**config.mk**
```make
export PLATFORM = sky130hd
export DESIGN_NAME = instr_sequencer
export DESIGN_NICKNAME = d
export VERILOG_FILES = /design/src/rtl/instr_sequencer_pkg.sv /design/src/rtl/instr_sequencer_pc_unit.sv /design/src/rtl/instr_sequencer.sv
export SDC_FILE = /design/constraint.sdc
export NUM_CORES = 1
export LEC_CHECK = 0
export BUFFER_PORTS_ARGS = -buffer_cell sky130_fd_sc_hd__clkbuf_2
export CAP_MARGIN = 0
export CORE_UTILIZATION = 47
export CTS_CLUSTER_DIAMETER = 30
export DETAILED_ROUTE_END_ITERATION = 16
export HOLD_SLACK_MARGIN = 0.05
export PLACE_DENSITY = 0.83
export SYNTH_ARGS = -nofsm -noshare
export SYNTH_HDL_FRONTEND = slang
export SYNTH_SLANG_ARGS = --single-unit
```
**constraint.sdc**
```tcl
create_clock -name clk -period 2.4 [get_ports clk]
set_clock_uncertainty 0.15 [all_clocks]
set_input_delay 0.36 -clock clk [delete_from_list [all_inputs] [get_ports clk]]
set_output_delay 0.36 -clock clk [all_outputs]
set_load 0.05 [all_outputs]
```
**src/rtl/instr_sequencer_pkg.sv**
```systemverilog
//------------------------------------------------------------------------------
// Module   : instr_sequencer_pkg
// Brief    : Shared opcode constants, instruction field layout and sequencer
//            state encoding for the 8-bit CPU fetch/execute controller.
// Revision : 1.0 - initial release
//------------------------------------------------------------------------------
`default_nettype none

package instr_sequencer_pkg;

  // Control-flow opcodes handled by the sequencer itself
  localparam logic [7:0] OP_JMP = 8'h10;
  localparam logic [7:0] OP_HLT = 8'h1F;

  // Instruction word layout: opcode [23:16], arg_a [15:8], arg_b [7:0]
  typedef struct packed {
    logic [7:0] opcode;
    logic [7:0] arg_a;
    logic [7:0] arg_b;
  } instr_t;

  // Sequencer state encoding
  typedef enum logic [2:0] {
    ST_IDLE  = 3'd0,
    ST_FETCH = 3'd1,
    ST_WAIT  = 3'd2,
    ST_EXEC  = 3'd3,
    ST_HALT  = 3'd4
  } seq_state_t;

endpackage

`default_nettype wire

```
**src/rtl/instr_sequencer_pc_unit.sv**
```systemverilog
//------------------------------------------------------------------------------
// Module   : pc_unit
// Brief    : Program counter register with load / increment / hold select.
//            Load has priority over increment; increment wraps modulo 2^ADDR_W.
// Revision : 1.0 - initial release
//------------------------------------------------------------------------------
`default_nettype none

module pc_unit #(
  parameter int                ADDR_W   = 8,
  parameter logic [ADDR_W-1:0] RESET_PC = '0
) (
  input  logic              clk,
  input  logic              rst_n,
  input  logic              inc,
  input  logic              load,
  input  logic [ADDR_W-1:0] load_val,
  output logic [ADDR_W-1:0] pc
);

  // PC register: load target, step by one, or hold
  always_ff @(posedge clk or negedge rst_n) begin
    if (!rst_n) begin
      pc <= RESET_PC;
    end else if (load) begin
      pc <= load_val;
    end else if (inc) begin
      pc <= pc + ADDR_W'(1);
    end
  end

endmodule

`default_nettype wire

```
**src/rtl/instr_sequencer.sv**
```systemverilog
//------------------------------------------------------------------------------
// Module   : instr_sequencer
// Brief    : Fetch/execute controller. Drives the synchronous instruction ROM,
//            latches the instruction register, strobes exec_valid once per
//            instruction and handles JMP / HLT. Three cycles per instruction.
//            Optional feature macro: SEQ_SINGLE_STEP_EN (adds the step port,
//            one-instruction execution out of HALT).
// Revision : 1.0 - initial release
//------------------------------------------------------------------------------
`default_nettype none

module instr_sequencer
  import instr_sequencer_pkg::*;
#(
  parameter int                ADDR_W   = 8,
  parameter logic [ADDR_W-1:0] RESET_PC = '0
) (
  input  logic              clk,
  input  logic              rst_n,
  input  logic              run,
  input  logic              halt_req,
`ifdef SEQ_SINGLE_STEP_EN
  input  logic              step,
`endif
  output logic              rom_rd_en,
  output logic [ADDR_W-1:0] rom_addr,
  input  logic [23:0]       rom_data,
  output logic [23:0]       ir,
  output logic              exec_valid,
  output logic [ADDR_W-1:0] pc,
  output logic              halted
);

  seq_state_t state;
  seq_state_t state_nxt;
  instr_t     ir_q;
  logic       pc_inc;
  logic       pc_load;
  logic       step_hold;

  assign ir       = ir_q;
  assign rom_addr = pc;

`ifdef SEQ_SINGLE_STEP_EN
  // Remembers that the instruction in flight was launched by a step pulse
  logic step_hold_nxt;

  // Step-mode flag register
  always_ff @(posedge clk or negedge rst_n) begin
    if (!rst_n) begin
      step_hold <= 1'b0;
    end else begin
      step_hold <= step_hold_nxt;
    end
  end
`else
  assign step_hold = 1'b0;
`endif

  // State register and instruction register (loaded while the ROM word is valid)
  always_ff @(posedge clk or negedge rst_n) begin
    if (!rst_n) begin
      state <= ST_IDLE;
      ir_q  <= '0;
    end else begin
      state <= state_nxt;
      if (state == ST_WAIT) begin
        ir_q <= instr_t'(rom_data);
      end
    end
  end

  // Next-state and output decode
  always_comb begin
    state_nxt  = state;
    rom_rd_en  = 1'b0;
    exec_valid = 1'b0;
    halted     = 1'b0;
    pc_inc     = 1'b0;
    pc_load    = 1'b0;
`ifdef SEQ_SINGLE_STEP_EN
    step_hold_nxt = step_hold;
`endif
    case (state)
      ST_IDLE: begin
        if (run) state_nxt = ST_FETCH;
      end
      ST_FETCH: begin
        rom_rd_en = 1'b1;
        state_nxt = ST_WAIT;
      end
      ST_WAIT: begin
        state_nxt = ST_EXEC;
      end
      ST_EXEC: begin
        exec_valid = 1'b1;
        if (ir_q.opcode == OP_JMP) begin
          pc_load = 1'b1;
        end else if (ir_q.opcode != OP_HLT) begin
          pc_inc = 1'b1;
        end
        // halt_req beats run here; a stepped instruction always returns to HALT
        if (ir_q.opcode == OP_HLT || halt_req || step_hold) begin
          state_nxt = ST_HALT;
        end else begin
          state_nxt = ST_FETCH;
        end
`ifdef SEQ_SINGLE_STEP_EN
        step_hold_nxt = 1'b0;
`endif
      end
      ST_HALT: begin
        halted = 1'b1;
`ifdef SEQ_SINGLE_STEP_EN
        if (step) begin
          state_nxt     = ST_FETCH;
          step_hold_nxt = 1'b1;
        end else if (run) begin
          state_nxt = ST_FETCH;
        end
`else
        if (run) state_nxt = ST_FETCH;
`endif
      end
      default: begin
        state_nxt = ST_IDLE;
      end
    endcase
  end

  pc_unit #(
    .ADDR_W   (ADDR_W),
    .RESET_PC (RESET_PC)
  ) u_pc_unit (
    .clk      (clk),
    .rst_n    (rst_n),
    .inc      (pc_inc),
    .load     (pc_load),
    .load_val (ADDR_W'(ir_q.arg_a)),
    .pc       (pc)
  );

endmodule

`default_nettype wire

```
==> results of run 1 <==
## cells in the mapped netlist (all sizes together)
master | number | area share, %
a21oi | 5 | 1.5
nor3 | 1 | 0.30
mux2i | 5 | 3.1
o21ai | 8 | 2.4
nand4b | 1 | 0.53
or4 | 1 | 0.46
dfrtp | 35 | 53
clkbuf | 1 | 0.23
a32o | 1 | 0.61
buf | 12 | 5.3
nand4 | 1 | 0.38
and4 | 1 | 0.53
xnor2 | 1 | 0.53
or2 | 1 | 0.53
a22oi | 1 | 0.46
inv | 4 | 0.92
o22ai | 1 | 0.38
nor2 | 7 | 1.6
or4b | 1 | 0.61
o2bb2ai | 1 | 0.53
nand3 | 4 | 1.2
a2bb2oi | 2 | 1.1
o2111ai | 1 | 0.53
a31oi | 1 | 0.38
o21a | 1 | 0.46
and3 | 1 | 0.38
and3b | 1 | 0.53
nor3b | 2 | 1.2
mux2 | 24 | 16
ha | 1 | 0.76
nand2 | 7 | 1.6
a21o | 1 | 0.46
o211a | 1 | 0.61
## worst max-delay path, cell delays in order, from the launching register on
cell and delay, ns:
sky130_fd_sc_hd__dfrtp_1 0.40, sky130_fd_sc_hd__or4b_1 0.64, sky130_fd_sc_hd__o21ai_1 0.48, sky130_fd_sc_hd__a21oi_1 0.08
sky130_fd_sc_hd__o211a_1 0.22
## area by class of cell
type	instances	area share (%)
Multi-Input combinational cell	84	32.9
Sequential cell	35	43.3
Clock buffer	6	2.04
Timing Repair Buffer	72	18.2
Inverter	4	0.742
Tap cell	46	2.84
## sequential cells by signal (all words and copies together), names as in the netlist
| signal | flops |
|---|---|
| state | 3 |
| u_pc_unit.pc | 8 |
| ir | 24 |
## routing by layer
layer	up-vias	routed length (microns)	track usage (%)
li1	620	-	-
met2	49	1590	30.4
met5	-	0	0
met4	0	64	9.09
met3	8	216	7.77
met1	610	1500	25.5
## path summary, 6_finish.rpt
check,cells after the start,end
min,2,state[2]$_DFFE_PN0P_
min in group asynchronous,2,u_pc_unit.pc[3]$_DFFE_PN0P_
max reg2reg,4,u_pc_unit.pc[3]$_DFFE_PN0P_
max,4,u_pc_unit.pc[3]$_DFFE_PN0P_
min reg2reg,1,ir[0]$_DFFE_PN0N_
max in group asynchronous,2,u_pc_unit.pc[4]$_DFFE_PN0P_
## stage by stage
| step | cell area, sq um | hold WS, ns | setup slack (ns) | utilization (%) |
|---|---|---|---|---|
| 6_report | 2020 | 0.0750 | 0.340 | 60.6 |
| 3_5_place_dp | 1970 | 0.346 | 0.354 | 59.1 |
| 5_1_grt | 2020 | 0.0568 | 0.221 | 60.6 |
| 4_1_cts | 2020 | 0.0656 | 0.348 | 60.6 |
| 3_3_place_gp | 1970 | 0.341 | 0.420 | 59.1 |
| 2_1_floorplan | 1640 | -0.0856 | 0.239 | - |
## timing repair
| action | in CTS | in global routing |
|---|---|---|
| gates resized for setup | 0 | 0 |
| buffers inserted | 0 | 0 |
| hold buffers | 1 | 0 |
| hold endpoints to repair | 35 | 0 |
## kinds of logic (layout without fill, tap and decap cells)
logic type	after synthesis	after routing	share of synthesized area (%)
adder cells (fa/ha/maj)	1	1	0.763
multiplexers	29	29	19.5
flip-flops	35	35	53.4
buffers and inverters	17	82	6.41
AND/OR/NAND/NOR	29	29	9.92
AO/OA/AOI/OAI	24	24	9.46
XOR/XNOR	1	1	0.534
==> results.md, run 1 <==
- H-Tree Depth: 2
- Slew @ Worst Pin: 0.838 ns
- Wire length of the first global-routing pass: 5200 microns
- Final Net Count: 231
- R2R Setup Slk: 0.34 ns
- Via/cell ratio: 5.21
- Cell variety after synth: 37
- Final-layout fill cell count: 321
- I/O pins: 71
- Netlist Area Pre-Place: 0.00164 sq mm
- Remaining global-route overflow: 0
- Vert. Die Dim: 61.1 microns
- Path type of the worst setup path: register to register
- Final Hold Violating Endpoints: 0
- Outcome: complete, no violations
- Required arrival time at the worst endpoint: 2.49 ns
- Sum of routed wire length over all layers: 3370 microns
- Clock slew at reported path FFs: 0.10 ns
- Area growth, synth to finish: 23.3%
- Via count of the first global-routing pass: 1145
- Effective utilization at floorplan: 49.2%
- First drt pass iteration count: 4
- IO buf count: 70
- Buffer cell driving the clock tree root: sky130_fd_sc_hd__clkbuf_4
- Final worst-path cycle share: 85.8%
- Setup TNS after final layout: 0 ns
- Antenna Violating Nets Remaining: 0
- Number of antenna violations at the first check in global routing: 0
- Number of slew-limit violations in the final report: 0
- Most frequent cells in the layout: sky130_fd_sc_hd__clkbuf_2 (70), sky130_fd_sc_hd__dfrtp_1 (35), sky130_fd_sc_hd__mux2_2 (24)
- Most frequent standard cell in the layout excluding fill and tap cells: sky130_fd_sc_hd__clkbuf_2
- Setup repair after global routing missed its margin: no
- Initial DRC count: 33
- Floorplan core area: 0.00334 sq mm
- Gr usage total: 20.0%
- Maximum fanout encountered on the critical timing path: 7
- Cells after synthesis: 136
- Area enclosed by the die boundary: 0.00373 sq mm
- Antenna diodes: 0
- Proportion of synthesized chip area in sequential cells: 53.4%
- Cells after DPL: 240
- Final weighted congestion of routability-driven global placement: 0.815
- Max-cap violation count: 0
- Achievable frequency: 0.485 GHz
- Die W: 61.1 microns
- Sum of net half-perimeters after detailed placement: 2530 microns
- Worst setup path startpoint: ir[21]$_DFFE_PN0N_
- Register bit total from synthesis: 35
- Worst setup SP type: register
- Cts bufs inserted: 5
- Post-Synthesis Net Count: 165
- Final number of setup-violating endpoints: 0
- Hold path startpoint: run
- Largest net degree at the start of global routing: 36
- Relative slew margins: 44.2%
- Multi-input gate area in the final layout: 666 sq um
- Layout Cells excl Fill: 247
- Crit Reg-Reg Startpoint: ir[21]$_DFFE_PN0N_
- Share of post-route cells with drive strength above 1: 50.7%
- Row Count: 21
- Detailed-route via count: 1287
- Post-route DRC violation count: 0
- Mean cell area of the mapped netlist: 12.1 sq um
- Endpoint kind of the worst setup timing path: register
- Arr. time, crit path: 2.15 ns
- Per-cell routed wire length: 13.6 microns
- Clock Sink Count: 35
- Worst Hold Class: input port to register
- CTS tree: built
- Worst skew pair latency: 0.34 ns
- Min Clock Period, post-route: 2.06 ns
- Sequential cell area: 876 sq um
- Synth Warn #: 0
- Number of buffers on the longest clock path: 2
Power of run 1 is left out: the tool's default activity adds up to more than one toggle a clock period on the data nets, which glitch-free logic cannot reach.
==> inputs of run 2 (changes only) <==
Settings changed: ABC_AREA set to 1, CORE_UTILIZATION 47 to 48, RECOVER_POWER set to 100.
==> results.md, run 2 <==
- Final-layout fill cell count: 366
- Initial DRC count: 59
- Synth top cells by count: sky130_fd_sc_hd__nand2_1 (41), sky130_fd_sc_hd__dfrtp_1 (35), sky130_fd_sc_hd__nand3_1 (23)
- Post-route DRC violation count: 0
- R2R Setup Slk: 0.63 ns
- Vert. Die Dim: 62.6 microns
- Share of post-route cells with drive strength above 1: 16.3%
- Asr flop ratio synth: 100%
- Area enclosed by the die boundary: 0.00392 sq mm
- Row Count: 21
- Worst skew pair latency: 0.34 ns
- Antenna Violating Nets Remaining: 0
- Sum of net half-perimeters after detailed placement: 2710 microns
- Relative slew margins: 43.2%
- Synth Warn #: 0
- Cell type with the highest aggregate area in the netlist: sky130_fd_sc_hd__dfrtp_1
- Slew @ Worst Pin: 0.853 ns
- Proportion of synthesized chip area in sequential cells: 49.7%
- Final worst-path cycle share: 87.8%
- First drt pass iteration count: 4
- Detailed-route via count: 1500
- Most frequent cells in the layout: sky130_fd_sc_hd__clkbuf_1 (43), sky130_fd_sc_hd__nand2_1 (42), sky130_fd_sc_hd__dfrtp_1 (35)
- Largest net degree at the start of global routing: 36
- Achievable frequency: 0.474 GHz
- Biggest area contributors in the synthesized netlist: sky130_fd_sc_hd__dfrtp_1 (50%), sky130_fd_sc_hd__nand2_1 (8.7%), sky130_fd_sc_hd__mux2_4 (8.5%)
- Most frequent standard cell in the layout excluding fill and tap cells: sky130_fd_sc_hd__clkbuf_1
- Area share of the largest cell type after synthesis: 49.7%
- Via count of the first global-routing pass: 1459
- Floorplan core area: 0.00342 sq mm
- Sum of routed wire length over all layers: 3660 microns
- Crit Reg-Reg Startpoint: ir[23]$_DFFE_PN0N_
- CTS tree: built
- Quantity of hold-fixing buffers added after cts: 1
- Number of antenna violations at the first check in global routing: 0
- Post-Synthesis Net Count: 220
- Wire length of the first global-routing pass: 6170 microns
- Mean cell area of the mapped netlist: 9.22 sq um
- Min Clock Period, post-route: 2.11 ns
- I/O pins: 71
- Required arrival time at the worst endpoint: 1.89 ns
- Gr usage total: 20.2%
- Final Net Count: 287
- Cells after synthesis: 191
- Outcome: complete, no violations
- Final Hold Violating Endpoints: 0
- Worst setup path startpoint: state[2]$_DFFE_PN0P_
- Post_cts resized: 0
- Number of synthesized flops with an enable pin: 0
- Max-cap violation count: 0
- Final-layout worst hold slack: 0.0854 ns
- Endpoint kind of the worst setup timing path: output pin
- Netlist Area Pre-Place: 0.00176 sq mm
- Endpoint of the lowest-slack register-to-register path: u_pc_unit.pc[1]$_DFFE_PN0P_
- Final number of setup-violating endpoints: 0
- H-Tree Depth: 2
- Effective utilization at floorplan: 51.6%
- Most frequent cell after synthesis: sky130_fd_sc_hd__nand2_1
- Per-cell routed wire length: 12.0 microns
- Number of slew-limit violations in the final report: 0
- Remaining global-route overflow: 0
- Final weighted congestion of routability-driven global placement: 0.802
- Setup TNS after final layout: 0 ns
- Hold path startpoint: rom_data[20]
- Maximum fanout encountered on the critical timing path: 10
- Clock Sink Count: 35
- Number of stages on the worst hold path: 2
- Area growth, synth to finish: 15.8%
- Arr. time, crit path: 1.60 ns
- Post-CTS Setup Bufs: 0
- IO buf count: 70
- Max FFs per register: 24
- Path type of the worst setup path: register to output pin
- Worst setup SP type: register
- Clock slew at reported path FFs: 0.10 ns
- Via/cell ratio: 4.93
- Worst Hold Class: input port to register
- Number of buffers on the longest clock path: 2
- Cts bufs inserted: 5
- Dominant register cell in the synthesized netlist: sky130_fd_sc_hd__dfrtp_1
- Destination of the worst hold path: ir[20]$_DFFE_PN0N_
- Buffer cell driving the clock tree root: sky130_fd_sc_hd__clkbuf_4
- Die W: 62.6 microns
- Cell variety after synth: 21
- Count of cells along the worst register-to-register path: 8
- Setup repair after global routing missed its margin: no
- Antenna diodes: 0
- Register bit total from synthesis: 35
run 2: worst max-delay path by stage:
stage | end | slack [ns] | cells after the start
2_1_floorplan | rom_rd_en | 0.37 | 1
3_3_place_gp | exec_valid | 0.85 | 4
3_5_place_dp | exec_valid | 0.82 | 4
4_1_cts | exec_valid | 0.44 | 4
5_1_grt | exec_valid | 0.23 | 4
6_report | exec_valid | 0.29 | 4
run 2: area by class of cell:
class / instances / area (sq um) / share of cell area, %
Inverter: 20 / 75.1 / 3.68
Multi-Input combinational cell: 125 / 669 / 32.8
Sequential cell: 35 / 876 / 42.9
Tap cell: 46 / 57.6 / 2.82
Timing Repair Buffer: 71 / 307 / 15.0
Clock inverter: 1 / 5.00 / 0.245
Clock buffer: 6 / 51.3 / 2.51
run 2: layer usage:
metal | share of wire (%) | track usage [%]
met1 | 44 | 23.2
met2 | 48 | 35.7
met3 | 7.0 | 6.20
met4 | 0.87 | 6.10
met5 | 0 | 0
run 2: cell families after synthesis:
| logic type | after synthesis | synth area share (%) |
|---|---|---|
| compound gates | 14 | 3.98 |
| simple gates | 93 | 23.3 |
| buf+inv | 31 | 9.59 |
| fa+ha+maj | 1 | 0.710 |
| flops | 35 | 49.7 |
| xor+xnor | 2 | 0.994 |
| mux | 15 | 11.7 |
run 2: critical path: stages, from the launching register on:
cell and delay [ns]:
sky130_fd_sc_hd__dfrtp_1 0.43, sky130_fd_sc_hd__inv_1 0.08, sky130_fd_sc_hd__nand3_1 0.10, sky130_fd_sc_hd__inv_2 0.16
sky130_fd_sc_hd__clkbuf_1 0.50
run 2: per-stage QoR:
stage	std cells	setup WS, ns	utilization [%]	area, sq um
6_report	304	0.292	59.7	2040
5_1_grt	304	0.227	59.7	2040
4_1_cts	304	0.436	62.7	2140
3_5_place_dp	296	0.818	60.8	2080
3_3_place_gp	296	0.850	60.8	2080
2_1_floorplan	191	0.370	-	1760
Power of run 2 is left out for the same reason.
